<file path="config.mk">
export PLATFORM = sky130hd
export DESIGN_NAME = uart_fifo
export DESIGN_NICKNAME = d
export VERILOG_FILES = /design/src/rtl/uart_fifo.sv
export SDC_FILE = /design/constraint.sdc
export NUM_CORES = 1
export LEC_CHECK = 0
export ABC_AREA = 1
export CAP_MARGIN = 25
export CORE_UTILIZATION = 62
export DETAILED_ROUTE_END_ITERATION = 10
export GPL_ROUTABILITY_DRIVEN = 0
export PLACE_DENSITY = 0.86
export SLEW_MARGIN = 40
export SYNTH_ARGS = -nofsm -noshare
export SYNTH_HDL_FRONTEND = slang
export SYNTH_SLANG_ARGS = --single-unit
export TNS_END_PERCENT = 20
</file>
<file path="constraint.sdc">
create_clock -name clk -period 3.25 [get_ports clk]
set_input_delay 0.65 -clock clk [delete_from_list [all_inputs] [get_ports clk]]
set_output_delay 0.65 -clock clk [all_outputs]
set_load 0.1 [all_outputs]
</file>
<file path="src/rtl/uart_fifo.sv">
// UART transceiver with first-word-fall-through TX and RX FIFOs on a single clock.
// Optional feature macro: UART_PARITY_EN adds one parity bit per frame (odd when PARITY_ODD=1).
module uart_fifo #(
    parameter int CLK_FREQ   = 100000000,
    parameter int BAUD       = 115200,
    parameter int DATA_BITS  = 8,
    parameter int STOP_BITS  = 1,
    parameter int DEPTH      = 16,
    parameter int PARITY_ODD = 0,
    localparam int LW        = $clog2(DEPTH) + 1
) (
    input  logic                 clk,
    input  logic                 reset,
    input  logic                 rx,
    output logic                 tx,
    input  logic [DATA_BITS-1:0] tx_data,
    input  logic                 tx_valid,
    output logic                 tx_ready,
    output logic [DATA_BITS-1:0] rx_data,
    output logic                 rx_valid,
    input  logic                 rx_ready,
    output logic [LW-1:0]        tx_level,
    output logic [LW-1:0]        rx_level,
    output logic                 tx_busy,
    output logic                 frame_err,
    output logic                 overrun,
    output logic                 parity_err
);

    localparam int DIV  = CLK_FREQ / BAUD;
    localparam int AW   = $clog2(DEPTH);
    localparam int CW   = $clog2(DIV);
    localparam int HALF = DIV / 2;

    typedef enum logic [2:0] {
        IDLE,
        START,
        DATA,
`ifdef UART_PARITY_EN
        PAR,
`endif
        STOP
    } state_t;

    // ------------------------------------------------------------------
    // TX FIFO
    // ------------------------------------------------------------------
    logic [DATA_BITS-1:0] tx_mem [DEPTH];
    logic [AW-1:0]        tx_wr_q, tx_wr_d, tx_rd_q, tx_rd_d;
    logic [LW-1:0]        tx_lvl_q, tx_lvl_d;
    logic                 tx_push, tx_pop;
    logic [DATA_BITS-1:0] tx_head;

    assign tx_ready = (tx_lvl_q != LW'(DEPTH));
    assign tx_push  = tx_valid && tx_ready;
    assign tx_head  = tx_mem[tx_rd_q];
    assign tx_level = tx_lvl_q;

    always_comb begin
        tx_wr_d  = tx_wr_q;
        tx_rd_d  = tx_rd_q;
        tx_lvl_d = tx_lvl_q;
        if (tx_push) tx_wr_d = tx_wr_q + AW'(1);
        if (tx_pop)  tx_rd_d = tx_rd_q + AW'(1);
        case ({tx_push, tx_pop})
            2'b10:   tx_lvl_d = tx_lvl_q + LW'(1);
            2'b01:   tx_lvl_d = tx_lvl_q - LW'(1);
            default: tx_lvl_d = tx_lvl_q;
        endcase
    end

    always_ff @(posedge clk or posedge reset) begin
        if (reset) begin
            tx_wr_q  <= '0;
            tx_rd_q  <= '0;
            tx_lvl_q <= '0;
        end else begin
            tx_wr_q  <= tx_wr_d;
            tx_rd_q  <= tx_rd_d;
            tx_lvl_q <= tx_lvl_d;
        end
    end

    always_ff @(posedge clk) begin
        if (tx_push) tx_mem[tx_wr_q] <= tx_data;
    end

    // ------------------------------------------------------------------
    // TX FSM
    // ------------------------------------------------------------------
    state_t               tx_state_q, tx_state_d;
    logic [CW-1:0]        tx_cnt_q, tx_cnt_d;
    logic [2:0]           tx_bit_q, tx_bit_d;
    logic [DATA_BITS-1:0] tx_sh_q, tx_sh_d;
    logic                 tx_q, tx_d;
    logic                 tx_last, tx_load;
`ifdef UART_PARITY_EN
    logic                 tx_par_q, tx_par_d;
`endif

    assign tx_last = (tx_cnt_q == CW'(DIV - 1));
    assign tx      = tx_q;
    assign tx_busy = (tx_state_q != IDLE) || (tx_lvl_q != '0);

    // tx is registered so the line changes exactly on state-transition edges
    always_comb begin
        tx_state_d = tx_state_q;
        tx_cnt_d   = tx_last ? '0 : tx_cnt_q + CW'(1);
        tx_bit_d   = tx_bit_q;
        tx_sh_d    = tx_sh_q;
        tx_d       = tx_q;
        tx_load    = 1'b0;
        tx_pop     = 1'b0;
`ifdef UART_PARITY_EN
        tx_par_d   = tx_par_q;
`endif
        case (tx_state_q)
            IDLE: begin
                tx_cnt_d = '0;
                tx_d     = 1'b1;
                if (tx_lvl_q != '0) tx_load = 1'b1;
            end
            START: begin
                if (tx_last) begin
                    tx_state_d = DATA;
                    tx_bit_d   = '0;
                    tx_d       = tx_sh_q[0];
                end
            end
            DATA: begin
                if (tx_last) begin
                    tx_sh_d = tx_sh_q >> 1;
                    if (tx_bit_q == 3'(DATA_BITS - 1)) begin
`ifdef UART_PARITY_EN
                        tx_state_d = PAR;
                        tx_d       = tx_par_q;
`else
                        tx_state_d = STOP;
                        tx_bit_d   = '0;
                        tx_d       = 1'b1;
`endif
                    end else begin
                        tx_bit_d = tx_bit_q + 3'd1;
                        tx_d     = tx_sh_q[1];
                    end
                end
            end
`ifdef UART_PARITY_EN
            PAR: begin
                if (tx_last) begin
                    tx_state_d = STOP;
                    tx_bit_d   = '0;
                    tx_d       = 1'b1;
                end
            end
`endif
            STOP: begin
                if (tx_last) begin
                    if (tx_bit_q == 3'(STOP_BITS - 1)) begin
                        if (tx_lvl_q != '0) begin
                            tx_load = 1'b1;
                        end else begin
                            tx_state_d = IDLE;
                            tx_d       = 1'b1;
                        end
                    end else begin
                        tx_bit_d = tx_bit_q + 3'd1;
                    end
                end
            end
            default: begin
                tx_state_d = IDLE;
                tx_cnt_d   = '0;
                tx_d       = 1'b1;
            end
        endcase

        if (tx_load) begin
            tx_pop     = 1'b1;
            tx_sh_d    = tx_head;
            tx_state_d = START;
            tx_cnt_d   = '0;
            tx_d       = 1'b0;
`ifdef UART_PARITY_EN
            tx_par_d   = (^tx_head) ^ (PARITY_ODD != 0);
`endif
        end
    end

    always_ff @(posedge clk or posedge reset) begin
        if (reset) begin
            tx_state_q <= IDLE;
            tx_cnt_q   <= '0;
            tx_bit_q   <= '0;
            tx_sh_q    <= '0;
            tx_q       <= 1'b1;
`ifdef UART_PARITY_EN
            tx_par_q   <= 1'b0;
`endif
        end else begin
            tx_state_q <= tx_state_d;
            tx_cnt_q   <= tx_cnt_d;
            tx_bit_q   <= tx_bit_d;
            tx_sh_q    <= tx_sh_d;
            tx_q       <= tx_d;
`ifdef UART_PARITY_EN
            tx_par_q   <= tx_par_d;
`endif
        end
    end

    // ------------------------------------------------------------------
    // RX synchroniser and FIFO
    // ------------------------------------------------------------------
    logic [1:0]           sync_q, sync_d;
    logic                 rx_s;
    logic [DATA_BITS-1:0] rx_mem [DEPTH];
    logic [AW-1:0]        rx_wr_q, rx_wr_d, rx_rd_q, rx_rd_d;
    logic [LW-1:0]        rx_lvl_q, rx_lvl_d;
    logic                 rx_push, rx_pop;
    logic [DATA_BITS-1:0] rx_sh_q, rx_sh_d;

    assign sync_d   = {sync_q[0], rx};
    assign rx_s     = sync_q[1];
    assign rx_valid = (rx_lvl_q != '0);
    assign rx_pop   = rx_valid && rx_ready;
    assign rx_data  = rx_mem[rx_rd_q];
    assign rx_level = rx_lvl_q;

    always_comb begin
        rx_wr_d  = rx_wr_q;
        rx_rd_d  = rx_rd_q;
        rx_lvl_d = rx_lvl_q;
        if (rx_push) rx_wr_d = rx_wr_q + AW'(1);
        if (rx_pop)  rx_rd_d = rx_rd_q + AW'(1);
        case ({rx_push, rx_pop})
            2'b10:   rx_lvl_d = rx_lvl_q + LW'(1);
            2'b01:   rx_lvl_d = rx_lvl_q - LW'(1);
            default: rx_lvl_d = rx_lvl_q;
        endcase
    end

    always_ff @(posedge clk or posedge reset) begin
        if (reset) begin
            sync_q   <= 2'b11;
            rx_wr_q  <= '0;
            rx_rd_q  <= '0;
            rx_lvl_q <= '0;
        end else begin
            sync_q   <= sync_d;
            rx_wr_q  <= rx_wr_d;
            rx_rd_q  <= rx_rd_d;
            rx_lvl_q <= rx_lvl_d;
        end
    end

    // When full, a write only lands in the slot being popped in the same cycle
    always_ff @(posedge clk) begin
        if (rx_push) rx_mem[rx_wr_q] <= rx_sh_q;
    end

    // ------------------------------------------------------------------
    // RX FSM
    // ------------------------------------------------------------------
    state_t        rx_state_q, rx_state_d;
    logic [CW-1:0] rx_cnt_q, rx_cnt_d;
    logic [2:0]    rx_bit_q, rx_bit_d;
    logic          rx_brk_q, rx_brk_d;
    logic          rx_mid, rx_last;
    logic          frame_err_q, frame_err_d;
    logic          overrun_q, overrun_d;
`ifdef UART_PARITY_EN
    logic          rx_pbit_q, rx_pbit_d;
    logic          parity_err_q, parity_err_d;
    logic          rx_par_exp;

    assign rx_par_exp = (^rx_sh_q) ^ (PARITY_ODD != 0);
    assign parity_err = parity_err_q;
`else
    logic          unused_parity_cfg;

    assign unused_parity_cfg = (PARITY_ODD != 0);
    assign parity_err        = 1'b0;
`endif

    assign rx_mid    = (rx_cnt_q == CW'(HALF));
    assign rx_last   = (rx_cnt_q == CW'(DIV - 1));
    assign frame_err = frame_err_q;
    assign overrun   = overrun_q;

    // A byte is accepted at mid-stop so a following start edge is never missed;
    // after a framing error the FSM parks in STOP until the line returns high.
    always_comb begin
        rx_state_d  = rx_state_q;
        rx_cnt_d    = rx_last ? '0 : rx_cnt_q + CW'(1);
        rx_bit_d    = rx_bit_q;
        rx_sh_d     = rx_sh_q;
        rx_brk_d    = rx_brk_q;
        rx_push     = 1'b0;
        frame_err_d = 1'b0;
        overrun_d   = 1'b0;
`ifdef UART_PARITY_EN
        rx_pbit_d    = rx_pbit_q;
        parity_err_d = 1'b0;
`endif
        case (rx_state_q)
            IDLE: begin
                rx_cnt_d = '0;
                if (!rx_s) rx_state_d = START;
            end
            START: begin
                if (rx_mid && rx_s) begin
                    rx_state_d = IDLE;
                    rx_cnt_d   = '0;
                end else if (rx_last) begin
                    rx_state_d = DATA;
                    rx_bit_d   = '0;
                end
            end
            DATA: begin
                if (rx_mid) rx_sh_d = {rx_s, rx_sh_q[DATA_BITS-1:1]};
                if (rx_last) begin
                    if (rx_bit_q == 3'(DATA_BITS - 1)) begin
`ifdef UART_PARITY_EN
                        rx_state_d = PAR;
`else
                        rx_state_d = STOP;
`endif
                    end else begin
                        rx_bit_d = rx_bit_q + 3'd1;
                    end
                end
            end
`ifdef UART_PARITY_EN
            PAR: begin
                if (rx_mid) rx_pbit_d = rx_s;
                if (rx_last) rx_state_d = STOP;
            end
`endif
            STOP: begin
                if (rx_brk_q) begin
                    rx_cnt_d = '0;
                    if (rx_s) begin
                        rx_state_d = IDLE;
                        rx_brk_d   = 1'b0;
                    end
                end else if (rx_mid) begin
                    rx_cnt_d = '0;
                    if (!rx_s) begin
                        frame_err_d = 1'b1;
                        rx_brk_d    = 1'b1;
`ifdef UART_PARITY_EN
                    end else if (rx_pbit_q != rx_par_exp) begin
                        parity_err_d = 1'b1;
                        rx_state_d   = IDLE;
`endif
                    end else begin
                        rx_state_d = IDLE;
                        if (rx_lvl_q == LW'(DEPTH) && !rx_pop) overrun_d = 1'b1;
                        else                                    rx_push   = 1'b1;
                    end
                end
            end
            default: begin
                rx_state_d = IDLE;
                rx_cnt_d   = '0;
            end
        endcase
    end

    always_ff @(posedge clk or posedge reset) begin
        if (reset) begin
            rx_state_q  <= IDLE;
            rx_cnt_q    <= '0;
            rx_bit_q    <= '0;
            rx_sh_q     <= '0;
            rx_brk_q    <= 1'b0;
            frame_err_q <= 1'b0;
            overrun_q   <= 1'b0;
`ifdef UART_PARITY_EN
            rx_pbit_q    <= 1'b0;
            parity_err_q <= 1'b0;
`endif
        end else begin
            rx_state_q  <= rx_state_d;
            rx_cnt_q    <= rx_cnt_d;
            rx_bit_q    <= rx_bit_d;
            rx_sh_q     <= rx_sh_d;
            rx_brk_q    <= rx_brk_d;
            frame_err_q <= frame_err_d;
            overrun_q   <= overrun_d;
`ifdef UART_PARITY_EN
            rx_pbit_q    <= rx_pbit_d;
            parity_err_q <= parity_err_d;
`endif
        end
    end

endmodule

</file>
==> results.tsv, run 1 <==
stage	metric	value	unit
timing	Worst-Margin Slew	809.9	ps
route	DR top layer	met4	
timing	final slew viol count	0	
route	iteration-0 DRC count of the detailed router	838	
worst_hold_path	Tightest Hold Check Type	flip-flop to flip-flop	
worst_setup_path	crit-path max FO	34	
timing	Final Hold Viols	0	
timing	Slew HR	45.81	%
route	DR WL met3	1.971	mm
route	wire per inst	17.79	um
die	boundary pin count	38	
route	Final ANT Viol Nets	0	
timing	final worst-path cycle share	95.64	%
cts	clock root cell	clkbuf_16	
timing	f_max	321.7	MHz
synth	synth top area cells	edfxtp_1 (53%), dfrtp_1 (13%), nor2_1 (4.7%)	
synth	Yosys top cell area share	53.24	%
final_layout	most common cell after layout, fill and taps aside	edfxtp_1	
worst_setup_path	RR Startpoint	rx_cnt_q[0]	
synth	sequential area share after synthesis	66.78	%
final_layout	ratio of cells with drive above 1 in the final layout	11.35	%
timing	Final Critical Period	3108	ps
final_layout	commonest cells after routing, fill and taps aside	edfxtp_1 (256), nor2_1 (177), nand2_1 (152)	
synth	yosys warns	0	
cts	clk_lat worst skew	510	ps
route	final wirelength	28.90	mm
cts	post_cts resized	0	
timing	Final Skew	22.53	ps
cts	clock slew at reported path FFs	60	ps
global_routing	vias in the first global route	9471	
synth	FF+latch count, synth	334	
synth	Cells after Synth	1259	
place	port bufs	36	
route	DRT met1 WL	11.31	mm
worst_hold_path	hold depth	0	
timing	PnR worst setup slack	141.9	ps
power_and_ir_drop	P_leak	6.514	nW
route	drt pass-1 iters	5	
worst_setup_path	crit path kind	flip-flop to output pin	
global_routing	antenna violations before repair	0	
worst_hold_path	hold endpoint	sync_q[1]	
die	initial core utilization	63.59	%
synth	area leader, netlist	edfxtp_1	
cts	CTS max path bufs	3	
cts	CTS buffer count	34	
power_and_ir_drop	maximum vdd ir drop	0.0009320	V
route	Avg Vias per Cell	5.865	
synth	Yosys cell types	37	
die	Core Area	22710	um2
die	Die Footprint	23900	um2
cts	H-tree Lvls	2	
global_routing	remaining global-route overflow	0	
final_layout	number of diodes	0	
worst_setup_path	reg2reg path depth	19	
timing	unrepaired setup endpoints after global routing	false	
synth	syn_area_per_cell	11.47	um2
place	Setup WS pre-CTS	205.1	ps
run	max-cap violation count	0	
route	met2 WL	14.62	mm
synth	Syn Nets	1304	
global_routing	global-route wire length before repair	46.78	mm
die	chip height	154.6	um
final_layout	Area growth, synth to finish	14.31	%
route	vias	9524	
cts	Post-CTS Repair Setup Buffers	0	
global_routing	Total Routing Usage GR	25.10	%
worst_setup_path	Worst Path Arrival	2460	ps
cts	CTS tree	built	
timing	Setup-failing EPs final	0	
synth	Cell Area, Synth	14440	um2
final_layout	fin nets	1362	
worst_setup_path	CP Capture Type	output pin	
worst_hold_path	HP Start	sync_q[0]	
power_and_ir_drop	pwr dens	757.2	nW/um2
status	status	complete, no violations	
worst_setup_path	Critical R2R Capture	rx_level[4]	
worst_setup_path	Register-to-Register Setup Slack	420	ps
global_routing	largest net degree at the start of global routing	67	
place	hpwl dp	17.75	mm
die	Site Rows	55	
worst_setup_path	Startpoint Class	flip-flop	
cts	Hold Buf Count CTS	0	
final_layout	number of fillers in the final layout	1390	
timing	total negative slack	0	ps
worst_setup_path	CP Data Required Time	2600	ps
route	DRC	0	
cts	CTS Sinks	334	
die	die width	154.6	um
## worst max-delay path by stage
stage                      startpoint           to  cells past startpoint
final                      rx_rd_q[0]   rx_data[1]                      7
after global routing       rx_rd_q[0]   rx_data[1]                      7
after CTS                  rx_rd_q[0]   rx_data[1]                      7
after detailed placement     rx_ready  rx_level[4]                     15
after global placement       rx_ready  rx_level[4]                     15
after floorplan           tx_level[2]  tx_level[4]                     12
## kinds of logic (layout without fill, tap and decap cells)
family          count (synthesis)  count (layout)  synth area share (%)
other cells                     1               1               0.02597
xor+xnor                       30              30                 1.820
simple gates                  432             432                 12.63
flops                         334             334                 66.78
mux                            32              32                 2.218
buf+inv                       159             239                 4.237
fa+ha+maj                      32              32                 2.825
compound gates                239             239                 9.462
## Yosys cell counts (all sizes together)
cell	n
a211oi	2
a21oi	47
a22oi	2
and3	1
buf	15
clkbuf	36
clkinv	3
conb	1
dfrtp	75
dfstp	3
edfxtp	256
fa	1
ha	31
inv	105
mux2i	32
nand2	158
nand3	68
nand3b	2
nand4	8
nor2	180
nor3	9
nor3b	4
o211ai	61
o21ai	124
o21bai	3
or2	2
xnor2	7
xor2	23
## sequential cells by signal, indices dropped and copies added (netlist names)
name	cells
rx_wr_q	4
tx_state_q	2
rx_cnt_q	10
tx_cnt_q	10
rx_brk_q	1
tx_level	5
tx_bit_q	3
tx_mem	128
tx_rd_q	4
frame_err	1
rx_state_q	2
rx_mem	128
overrun	1
tx_wr_q	4
rx_sh_q	8
rx_level	5
tx_sh_q	8
tx	1
rx_rd_q	4
rx_bit_q	3
sync_q	2
## worst max-delay path, stage by stage (launching register included)
cell      delay, ps
dfrtp_4         580
buf_4           410
a21oi_1         130
o21ai_0         110
o21ai_0         160
o211ai_1        230
nand2_1         120
buf_12          190
## area by class of cell
type                       count  area, um2  area share (%)
timing repair buffer          73      703.2           4.260
clock inverter                15      161.4          0.9778
tap                          285      356.6           2.160
sequential                   334       9659           58.52
multi-input combinational    766       4240           25.69
clock buffer                  43      977.2           5.920
inverter                     108      409.1           2.479
## through the flow
step                hold slack, ps  total power (W)  utilization (%)  cell area, um2  cells
floorplan                    345.2         0.007599                -           14510   1259
global placement             346.4         0.008584            67.67           15370   1566
detailed placement           347.8         0.008660            67.67           15370   1566
CTS                          356.1          0.01255            72.69           16510   1624
global route                 359.1          0.01295            72.69           16510   1624
finish                       355.8          0.01250            72.69           16510   1624
## per-layer routing
metal	vias up	track usage [%]
met5	-	0
met4	0	11.27
met3	83	3.923
met2	397	43.01
met1	4541	31.79
li1	4503	-
## where the power goes
| part | switching [W] | internal [W] | leakage, nW |
|---|---|---|---|
| Combinational | 0.00241 | 0.00108 | 2.34 |
| Sequential | 0.000224 | 0.00487 | 3.61 |
| Clock | 0.00155 | 0.00237 | 0.566 |
Note: power is estimated with default switching activity, not from simulation.
==> run 2: changes to the inputs <==
--- a/config.mk
+++ b/config.mk
@@ -10,6 +10,7 @@
 export CORE_UTILIZATION = 62
 export DETAILED_ROUTE_END_ITERATION = 10
 export GPL_ROUTABILITY_DRIVEN = 0
+export HOLD_SLACK_MARGIN = 0.08
 export PLACE_DENSITY = 0.86
 export SLEW_MARGIN = 40
 export SYNTH_ARGS = -nofsm -noshare
==> results of run 2 <==
Same layout as run 1: the final DEF is identical, and so are final timing and power.
==> run 3: changes to the inputs <==
--- a/config.mk
+++ b/config.mk
@@ -11,7 +11,7 @@
 export DETAILED_ROUTE_END_ITERATION = 10
 export GPL_ROUTABILITY_DRIVEN = 0
 export HOLD_SLACK_MARGIN = 0.08
-export PLACE_DENSITY = 0.86
+export PLACE_DENSITY = 0.89
 export SLEW_MARGIN = 40
 export SYNTH_ARGS = -nofsm -noshare
 export SYNTH_HDL_FRONTEND = slang
==> run 3 against run 2 <==
Compared with the run above:
- clock power grew 3%
- critical endpoint is now rx_data[3]
- total power grew 1.5%
- core utilization shrank 0.14 points
- combinational power is essentially flat
==> results.tsv, run 3 (synthesized netlist as in run 1, its figures left out) <==
stage	metric	value	unit
die	Site Rows	55	
cts	clk_lat worst skew	520	ps
final_layout	number of diodes	0	
power_and_ir_drop	P_leak	6.476	nW
worst_setup_path	CP Data Required Time	2600	ps
worst_setup_path	Register-to-Register Setup Slack	390	ps
die	Die Footprint	23900	um2
global_routing	global-route wire length before repair	50.36	mm
status	status	complete, no violations	
die	initial core utilization	63.59	%
final_layout	ratio of cells with drive above 1 in the final layout	10.87	%
final_layout	Final Instance Area	16470	um2
die	Core Area	22710	um2
worst_setup_path	Slowest-stage cell, CP	dfrtp_4	
timing	total negative slack	0	ps
global_routing	GR Util met1	34.62	%
power_and_ir_drop	maximum vdd ir drop	0.001078	V
timing	final worst-path cycle share	93.33	%
worst_setup_path	CP Buf/Inv Count	2	
worst_setup_path	crit-path max FO	38	
route	wire per inst	19.59	um
place	port bufs	36	
route	final wirelength	31.72	mm
global_routing	largest net degree at the start of global routing	67	
timing	Worst-Margin Slew	806.0	ps
timing	Final Skew	16.60	ps
final_layout	Area growth, synth to finish	14.09	%
final_layout	Regs by FF count	rx_mem x128, tx_mem x128	
die	die width	154.6	um
timing	Setup-failing EPs final	0	
route	Final ANT Viol Nets	0	
final_layout	commonest cells after routing, fill and taps aside	edfxtp_1 (256), nor2_1 (175), nand2_1 (152)	
run	max-cap violation count	0	
cts	clock root cell	clkbuf_16	
global_routing	routing usage on met3	5.043	%
route	Avg Vias per Cell	6.103	
die	boundary pin count	38	
timing	Final Critical Period	3033	ps
worst_setup_path	Worst Path Arrival	2380	ps
global_routing	vias in the first global route	9690	
final_layout	most common cell after layout, fill and taps aside	edfxtp_1	
worst_setup_path	crit-path max cell delay	640	ps
cts	CTS tree	built	
global_routing	antenna violations before repair	0	
cts	post_cts resized	0	
timing	unrepaired setup endpoints after global routing	false	
worst_setup_path	crit path kind	flip-flop to output pin	
global_routing	remaining global-route overflow	0	
timing	Slew HR	46.07	%
final_layout	Reg area	9659	um2
worst_setup_path	CP top delay family	flip-flops	
cts	clock slew at reported path FFs	60	ps
power_and_ir_drop	pwr dens	770.5	nW/um2
worst_hold_path	Tightest Hold Check Type	flip-flop to flip-flop	
final_layout	area of the multi-input gates	4245	um2
route	vias	9880	
timing	f_max	329.7	MHz
timing	Final Hold Viols	0	
cts	CTS max path bufs	3	
route	drt pass-1 iters	5	
worst_setup_path	Startpoint Class	flip-flop	
cts	CTS Sinks	334	
final_layout	number of fillers in the final layout	1366	
global_routing	Total Routing Usage GR	27.33	%
global_routing	GRT Max-Usage Layer	met2	
route	iteration-0 DRC count of the detailed router	972	
place	DP Area	15280	um2
place	hpwl dp	19.10	mm
worst_setup_path	CP Capture Type	output pin	
timing	final slew viol count	0	
route	DRC	0	
final_layout	fin nets	1352	
place	Setup WS pre-CTS	174.4	ps
worst_setup_path	crit path cell chain	buf_12, a21oi_1, o21ai_0, o211ai_1, o211ai_1, nand2_1, buf_12	
timing	PnR worst setup slack	216.9	ps
cts	CTS buffer count	35	
cts	H-tree Lvls	2	
global_routing	met2 Use GR	46.37	%
die	chip height	154.6	um
-- run 3: cell count changes in the layout (fill, tap and decap cells not counted) --
cell	previous run	this run
buf_4	51	39
bufinv_16	3	4
clkbuf_1	2	4
clkbuf_16	36	37
clkbuf_8	5	2
clkinv_1	6	8
clkinv_2	6	11
clkinv_4	1	0
clkinv_8	0	1
inv_6	3	2
nor2_1	177	175
nor2_2	2	4
-- run 3: final cells by class --
class	instances	area share, %
Clock buffer	42	5.726
Clock inverter	22	1.352
Inverter	108	2.483
Multi-Input combinational cell	766	25.77
Sequential cell	334	58.63
Tap cell	285	2.164
Timing Repair Buffer	62	3.873
-- run 3: what timing repair did --
item / 4_1_cts / 5_1_grt
hold buffers: 0 / 0
endpoints found under the setup margin: 0 / 1
endpoints found under the hold margin: 0 / 0
buffers inserted: 0 / 1
-- run 3: path summary, 6_finish.rpt --
path / startpoint / end / depth (start not counted)
max: rx_rd_q[0] / rx_data[3] / 7
min: sync_q[0] / sync_q[1] / 0
max reg2reg: rx_cnt_q[0] / rx_level[4] / 19
min reg2reg: sync_q[0] / sync_q[1] / 0
max in group asynchronous: reset / tx_rd_q[0] / 3
min in group asynchronous: reset / rx_cnt_q[7] / 2
-- run 3: report_power, final --
part           internal, W  switching (W)  total, W  leakage [nW]
Combinational      0.00109        0.00242   0.00351          2.28
Sequential         0.00487       0.000285   0.00516          3.61
Clock              0.00240        0.00163   0.00403         0.582
-- run 3: metrics by stage --
step | cells | power, W | util (%) | hold WS, ps
after floorplan | 1259 | 0.007599 | - | 345.2
after global placement | 1554 | 0.008533 | 67.28 | 346.0
after detailed placement | 1554 | 0.008653 | 67.28 | 354.2
after CTS | 1618 | 0.01267 | 72.41 | 362.9
after global routing | 1619 | 0.01312 | 72.55 | 365.4
final | 1619 | 0.01269 | 72.55 | 364.5
-- run 3: layer usage --
metal	vias up	part of all wire, %
met5	-	0
met4	0	3.6
met3	94	8.0
met2	545	51
met1	4761	38
li1	4480	-
